`src/rtl/sirv_gnrl_vr_fifo_pkg.sv`:
```
// Shared helpers for the general valid/ready FIFO.
// Pointer width stays at least one bit so a DP=1 FIFO still has a legal pointer.
package sirv_gnrl_vr_fifo_pkg;

  function automatic int ptr_w(input int dp);
    return (dp > 1) ? $clog2(dp) : 1;
  endfunction

endpackage

```
`src/rtl/sirv_gnrl_dfflr.sv`:
```
// General DFF library cell with load enable.
// Asynchronous active-low reset clears the register to zero.
module sirv_gnrl_dfflr #(
  parameter int DW = 32
) (
  input  logic          clk,
  input  logic          reset,
  input  logic          lden,
  input  logic [DW-1:0] dnxt,
  output logic [DW-1:0] qout
);

  logic [DW-1:0] q;

  // Register loads dnxt only when enabled.
  always_ff @(posedge clk or negedge reset) begin
    if (!reset) begin
      q <= '0;
    end else if (lden) begin
      q <= dnxt;
    end
  end

  assign qout = q;

endmodule

```
`src/rtl/sirv_gnrl_fifo_ptr.sv`:
```
// Wrap-around FIFO pointer counting 0..DP-1.
// Safe for non-power-of-2 depths; for DP=1 it stays at 0.
module sirv_gnrl_fifo_ptr
  import sirv_gnrl_vr_fifo_pkg::*;
#(
  parameter int DP = 4
) (
  input  logic                  clk,
  input  logic                  reset,
  input  logic                  inc,
  output logic [ptr_w(DP)-1:0]  ptr
);

  localparam int PW = ptr_w(DP);
  localparam logic [PW-1:0] LAST = PW'(DP - 1);

  logic [PW-1:0] nxt;

  assign nxt = (ptr == LAST) ? '0 : ptr + 1'b1;

  sirv_gnrl_dfflr #(.DW(PW)) u_ptr (
    .clk  (clk),
    .reset(reset),
    .lden (inc),
    .dnxt (nxt),
    .qout (ptr)
  );

endmodule

```
`src/rtl/sirv_gnrl_vr_fifo.sv`:
```
// Synchronous valid/ready FIFO built from general DFF cells.
// Define SIRV_GNRL_FIFO_BYPASS_EN for a zero-latency pass-through when empty.
module sirv_gnrl_vr_fifo
  import sirv_gnrl_vr_fifo_pkg::*;
#(
  parameter int DW = 32,
  parameter int DP = 4,
  parameter int CW = $clog2(DP + 1)
) (
  input  logic          clk,
  input  logic          reset,
  input  logic          i_vld,
  output logic          i_rdy,
  input  logic [DW-1:0] i_dat,
  output logic          o_vld,
  input  logic          o_rdy,
  output logic [DW-1:0] o_dat,
  output logic [CW-1:0] count
);

  localparam int PW = ptr_w(DP);
  localparam logic [CW-1:0] FULL = CW'(DP);

  logic [PW-1:0] wptr;
  logic [PW-1:0] rptr;
  logic [DW-1:0] mem [DP];
  logic [CW-1:0] cnt_nxt;
  logic          push;
  logic          pop;
  logic          empty;
  logic          full;

  assign empty = (count == '0);
  assign full  = (count == FULL);

  // Readiness depends on occupancy only, never on o_rdy.
  assign i_rdy = reset & ~full;

`ifdef SIRV_GNRL_FIFO_BYPASS_EN
  logic byp;

  assign byp   = reset & empty & i_vld;
  assign o_vld = ~empty | byp;
  assign o_dat = byp ? i_dat : mem[rptr];
  assign push  = i_vld & i_rdy & ~(byp & o_rdy);
  assign pop   = ~empty & o_rdy;
`else
  assign o_vld = ~empty;
  assign o_dat = mem[rptr];
  assign push  = i_vld & i_rdy;
  assign pop   = o_vld & o_rdy;
`endif

  assign cnt_nxt = push ? count + 1'b1 : count - 1'b1;

  sirv_gnrl_dfflr #(.DW(CW)) u_cnt (
    .clk  (clk),
    .reset(reset),
    .lden (push ^ pop),
    .dnxt (cnt_nxt),
    .qout (count)
  );

  sirv_gnrl_fifo_ptr #(.DP(DP)) u_wptr (
    .clk  (clk),
    .reset(reset),
    .inc  (push),
    .ptr  (wptr)
  );

  sirv_gnrl_fifo_ptr #(.DP(DP)) u_rptr (
    .clk  (clk),
    .reset(reset),
    .inc  (pop),
    .ptr  (rptr)
  );

  for (genvar i = 0; i < DP; i++) begin : g_ent
    sirv_gnrl_dfflr #(.DW(DW)) u_ent (
      .clk  (clk),
      .reset(reset),
      .lden (push & (wptr == PW'(i))),
      .dnxt (i_dat),
      .qout (mem[i])
    );
  end

  a_no_ovf: assert property (
    @(posedge clk) disable iff (!reset) !(push & ~pop & full)
  );

  a_no_udf: assert property (
    @(posedge clk) disable iff (!reset) !(pop & ~push & empty)
  );

endmodule

```
`config.mk`:
```
export PLATFORM = sky130hd
export DESIGN_NAME = sirv_gnrl_vr_fifo
export DESIGN_NICKNAME = d
export VERILOG_FILES = /design/src/rtl/sirv_gnrl_vr_fifo_pkg.sv /design/src/rtl/sirv_gnrl_dfflr.sv /design/src/rtl/sirv_gnrl_fifo_ptr.sv /design/src/rtl/sirv_gnrl_vr_fifo.sv
export SDC_FILE = /design/constraint.sdc
export NUM_CORES = 1
export LEC_CHECK = 0
export BUFFER_PORTS_ARGS = -buffer_cell sky130_fd_sc_hd__buf_2
export CAP_MARGIN = 25
export CORE_UTILIZATION = 35
export DETAILED_ROUTE_END_ITERATION = 10
export REMOVE_ABC_BUFFERS = 1
export SLEW_MARGIN = 10
export SYNTH_ARGS = -nofsm -noshare
export SYNTH_HDL_FRONTEND = slang
export SYNTH_HIERARCHICAL = 1
export SYNTH_SLANG_ARGS = --single-unit
```
`constraint.sdc`:
```
create_clock -name clk -period 3.7 [get_ports clk]
set_input_delay 0.37 -clock clk [delete_from_list [all_inputs] [get_ports clk]]
set_output_delay 0.37 -clock clk [all_outputs]
set_load 0.02 [all_outputs]
```
* After elaboration in Yosys (flattened, before gate mapping)
Cells that the tools add are included.
Operators by class: add/sub/neg operators 4, magnitude comparators 1, equal/unequal tests 5, multiplexer cells 6, bitwise gates (word level) 11, reductions and logical operators 2
Operators by type and width (number):
- $bmux W32 S2 | 1
- $mux W32 | 2
- $and A1 B1 Y1 | 7
- $eq A2 B2 Y1 const B | 3
- $add A2 B1 Y2 const B | 2
- $mux W2 | 2
- $add A3 B1 Y3 const B | 1
- $eq A3 B3 Y1 const B | 1
- $ge A3 B3 Y1 const B | 1
- $logic_not A3 Y1 | 1
- $mux W3 | 1
- $not A2 Y3 | 1
- $sub A3 B1 Y3 const B | 1
- $eq A2 B1 Y1 const B | 1
- $logic_not A2 Y1 | 1
- $not A1 Y1 | 2
- $xor A1 B1 Y1 | 1
Storage, ports and cells: register bits after elaboration 135, bits of input ports 36, word-level logic and storage cells 36

* Depth between registers and ports, before layout
word-level depth 5, gate-level depth with buffers 8, mapped depth without buffers 6

* By module
Netlist, hierarchy kept.
Modules (own cells, without submodules):
- sirv_gnrl_dfflr (g_ent[0].u_ent ...) | instances 4, cells an instance 68, area each 1345.0 µm²
- sirv_gnrl_vr_fifo | instances 1, cells an instance 56, area each 939.7 µm²
- sirv_gnrl_dfflr (u_rptr.u_ptr ...) | instances 2, cells an instance 4, area each 72.6 µm²
- sirv_gnrl_dfflr (u_cnt) | instances 1, cells an instance 6, area each 108.9 µm²
- sirv_gnrl_fifo_ptr | instances 2, cells an instance 2, area each 16.3 µm²

* Least setup slack after synthesis
OpenSTA, ideal clock, no wires.
path kind register to register, start point reg u_cnt.q[0], in the netlist u_cnt/qout[0], end point reg u_cnt.q[2], in the netlist u_cnt/qout[2], data arrival time 1804 ps, required time 3575 ps, path slack 1772 ps, stages on the path, launching flop included 8, period minus slack after synthesis 1928 ps, cells stage by stage dfrtp_1 > nor2_1 > a21o_1 > buf_2 > fa_1 > xnor2_1 > xnor2_1 > mux2_2
On the way: longest elaborated chain between the ends 5, elaborated cells between the ends (all ways) 11, classes of those cells 2 x add/sub; 1 x eq/ne; 1 x mux; 6 x bitwise; 1 x reduce/logical
Ends and longest elaborated chain:
- start: declaration | RTL line sirv_gnrl_dfflr.sv:13 | logic [DW-1:0] q;
- start signal: assignment | RTL line sirv_gnrl_dfflr.sv:20 | q <= dnxt;
- $eq A3 B3 Y1 | RTL line sirv_gnrl_vr_fifo.sv:34 | assign full = (count == FULL);
- $not A1 Y1 | RTL line sirv_gnrl_vr_fifo.sv:37 | assign i_rdy = reset & ~full;
- $and A1 B1 Y1 | RTL line sirv_gnrl_vr_fifo.sv:37
- $and A1 B1 Y1 | RTL line sirv_gnrl_vr_fifo.sv:50 | assign push = i_vld & i_rdy;
- $mux W3 (*) | RTL line sirv_gnrl_vr_fifo.sv:54 | assign cnt_nxt = push ? count + 1'b1 : count - 1'b1;
- named net cnt_nxt[2] | RTL line sirv_gnrl_vr_fifo.sv:27 | logic [CW-1:0] cnt_nxt;
Mark *: on every way through the listed nets, which the timed path passes. The rest lies on a longest branch. A chain may end at the register's enable or synchronous reset.

* Final worst setup path
start point reg u_rptr.u_ptr.q[0], in the netlist u_rptr/u_ptr/qout[0], end point out o_dat[16]
On the way: longest elaborated chain between the ends 4
Ends and longest elaborated chain:
- start: declaration | RTL line sirv_gnrl_dfflr.sv:13
- start signal: assignment | RTL line sirv_gnrl_dfflr.sv:20
- $not A2 Y3 (implied by the code) | RTL line sirv_gnrl_vr_fifo.sv:49 | assign o_dat = mem[rptr];
- $bmux W32 S2 | RTL line sirv_gnrl_vr_fifo.sv:49
- $mux W32 (implied by the code) (2 in a row) | RTL line sirv_gnrl_vr_fifo.sv:49
- end: declaration | RTL line sirv_gnrl_vr_fifo.sv:17 | output logic [DW-1:0] o_dat,
No other way between the ends. The select of a mux whose other input is x is not followed.

==> impl_metrics.ini <==
[status]
outcome = complete, no violations

[cells_and_area]
fillers = 1614
final_cell_mix = dfrtp_1, mux2_4, buf_2, mux4_2, clkbuf_16
drive_above_1_share = 0.648
final_core_util = 0.416
layout-area-overhead-vs-synth_pct = 14.8
multi_input_area_mm2 = 0.00286
seq_area_mm2 = 0.00338
nNetsFinal = 465
layout_commonest_cell = dfrtp_1
design_area_mm2 = 0.00758

[synthesis]
synth_xor_xnor_area_share = 0.00398
synth-simple-area-share = 0.00890
synth_mux_area_frac = 0.409
synth_compound_area_frac = 0.00227
syn-instance-count = 346
yosysTopAreaCellShare = 0.511
synth_cell_types = 21
synthAdderAreaFrac = 0.00682
synth_top_family_by_area = multiplexers
syn_avg_cell_area_um2 = 19.1
yosys_warnings = 6
synth_area_mm2 = 0.00661
ys_ff_latch = 135
ys_seq_area_frac = 0.511
synth_area_leaders = dfrtp_1, mux2_4, mux4_2
yosys.area.top_type = dfrtp_1

[setup_path]
path_cells = buf_4, mux4_2, buf_2
end_kind = output port
crit_slowest_cell = dfrtp_2
critPathArrivalTime_ps = 2260
critPathMaxStageDelay_ps = 780
critPathLaunchType = register
crit_buf_inv = 2
path_max_fanout = 19
cp_top_family = flip-flops
path_class = register to output port
cp.required_ps = 3330

[global_routing]
antenna_found_initial = 1
grt_pass1_vias = 3801
grt_pass1_wl_um = 21800
grt_max_degree = 74
grtUsageTotal = 0.149
gr-total-overflow = 0

[clocking]
cts_resized = 0
cts-root-buf = clkbuf_16
post_cts_buffers = 0
clock-sinks = 135
clockBufferDepth = 2
clock_latency_ps = 410
cts_htree_levels = 4
cts_hold_buf = 0
numCtsBuffers = 17
clk_pin_slew_worst_paths_ps = 50
cts_tree = built

[floorplan]
core_mm2 = 0.0182
die-area_mm2 = 0.0194
die_width_um = 139
ios = 73
die_h_um = 139
start_util = 0.363
core.rowCount = 49

[pwr]
pwr-share-seq = 0.369
internal-power_uw = 5200
p_leak_uw = 0.00344
power_frac_comb = 0.417
pwr-share-clk = 0.214
p_sw_frac = 0.317
vdd_drop_max_v = 0.000347
netSwitchingPower_uw = 2410
p_per_area_mw_per_mm2 = 1000

[min_path]
min_path_type = input pin to async pin

[detailed_routing]
via_count = 3259
ant_nets = 0
drtIter0Drc = 148
routedWlPerCell_um = 19.7
vias_per_cell = 4.90
drc = 0
wl_um = 13100
dr.pass1.iters = 4

[timing]
finalCriticalPeriod_ps = 2630
fmax_mhz = 381
setup-tns-final_ps = 0
rsz0062_at_grt = no
min_period_over_period = 0.710
whs_ps = 175
setup_ws_ps = 1070
clock_skew_ps = 6.88
relSlewSlack = 0.393
hold_viol_final = 0
tightest_slew_ps = 910
maxSlewViolCount = 0
setup_viol = 0

[placed_design]
io_buffers = 72
place_congestion = 0.698
place_ws_ps = 1340
post_dp_cell_area_mm2 = 0.00699
post-dp-hpwl_um = 8490

[flow_run]
maxCapViolations = 0
-- power by group through the flow --
stage	logic, µW	registers (µW)	clock network (µW)
after global placement	3150	2790	0
after floorplan	2500	2660	0
after global routing	3380	2930	1740
after detailed placement	3210	2820	0
after CTS	3230	2820	1670
final	3170	2800	1630
-- worst register-to-register path, delay by kind of cell, from the launching register on --
kind,cells,cell delay (ps)
flops,1,450
simple gates,2,670
buf+inv,2,490
mux,1,320
compound gates,1,300
-- state kept, by name, summed over array words and instances (netlist names) --
name               flops
g_ent.u_ent/qout     128
u_cnt/qout             3
u_rptr/u_ptr/qout      2
u_wptr/u_ptr/qout      2
-- per-stage QoR --
step           instances  power [µW]
3_3_place_gp         635        5940
4_1_cts              663        7710
2_1_floorplan        322        5170
5_1_grt              664        8040
3_5_place_dp         635        6030
6_report             665        7600
-- cell type report --
cell class | instances | area share
clock buffer | 24 | 0.0648
inverter | 2 | 0.000990
timing repair buffer | 85 | 0.0639
sequential | 135 | 0.446
clock inverter | 4 | 0.00924
tap | 229 | 0.0378
multi-input combinational | 185 | 0.377
antenna | 1 | 0.000330
-- cell usage after synthesis --
| master | count |
|---|---|
| mux2_2 | 15 |
| nor3_1 | 1 |
| nand2_1 | 1 |
| mux2_4 | 120 |
| a21o_1 | 1 |
| buf_12 | 15 |
| buf_2 | 4 |
| or3_4 | 1 |
| ha_1 | 2 |
| dfrtp_1 | 135 |
| xnor2_1 | 3 |
| and3_1 | 1 |
| mux4_1 | 2 |
| a21boi_0 | 1 |
| buf_6 | 5 |
| nor2_1 | 3 |
| inv_1 | 2 |
| nor3b_1 | 2 |
| mux4_2 | 30 |
| fa_1 | 1 |
| and2_1 | 1 |
-- path summary, 6_finish.rpt --
| check | from | to | slack (ps) | cells past startpoint |
|---|---|---|---|---|
| max | u_rptr/u_ptr/qout[0] | o_dat[16] | 1070 | 3 |
| min | reset | g_ent[0].u_ent/qout[16] | 170 | 2 |
| max reg2reg | u_cnt/qout[0] | g_ent[3].u_ent/qout[8] | 1360 | 6 |
| min reg2reg | g_ent[1].u_ent/qout[31] | g_ent[1].u_ent/qout[31] | 500 | 1 |
| max in group asynchronous | reset | g_ent[1].u_ent/qout[8] | 2460 | 4 |
| min in group clk | i_dat[29] | g_ent[0].u_ent/qout[29] | 230 | 2 |
-- metal layers --
| metal | track usage | routed length, µm |
|---|---|---|
| met5 | 0 | 0 |
| met4 | 0.0526 | 174 |
| met3 | 0.0502 | 673 |
| met2 | 0.227 | 6170 |
| met1 | 0.196 | 6070 |
-- cells by family (layout without fill, tap and decap cells) --
kind of cell / after synthesis / count (layout)
compound gates: 2 / 2
simple gates: 10 / 10
buf+inv: 26 / 115
flops: 135 / 135
mux: 167 / 167
other cells: 0 / 1
xor+xnor: 3 / 3
fa+ha+maj: 3 / 3
Power figures use the tool's default switching activity.
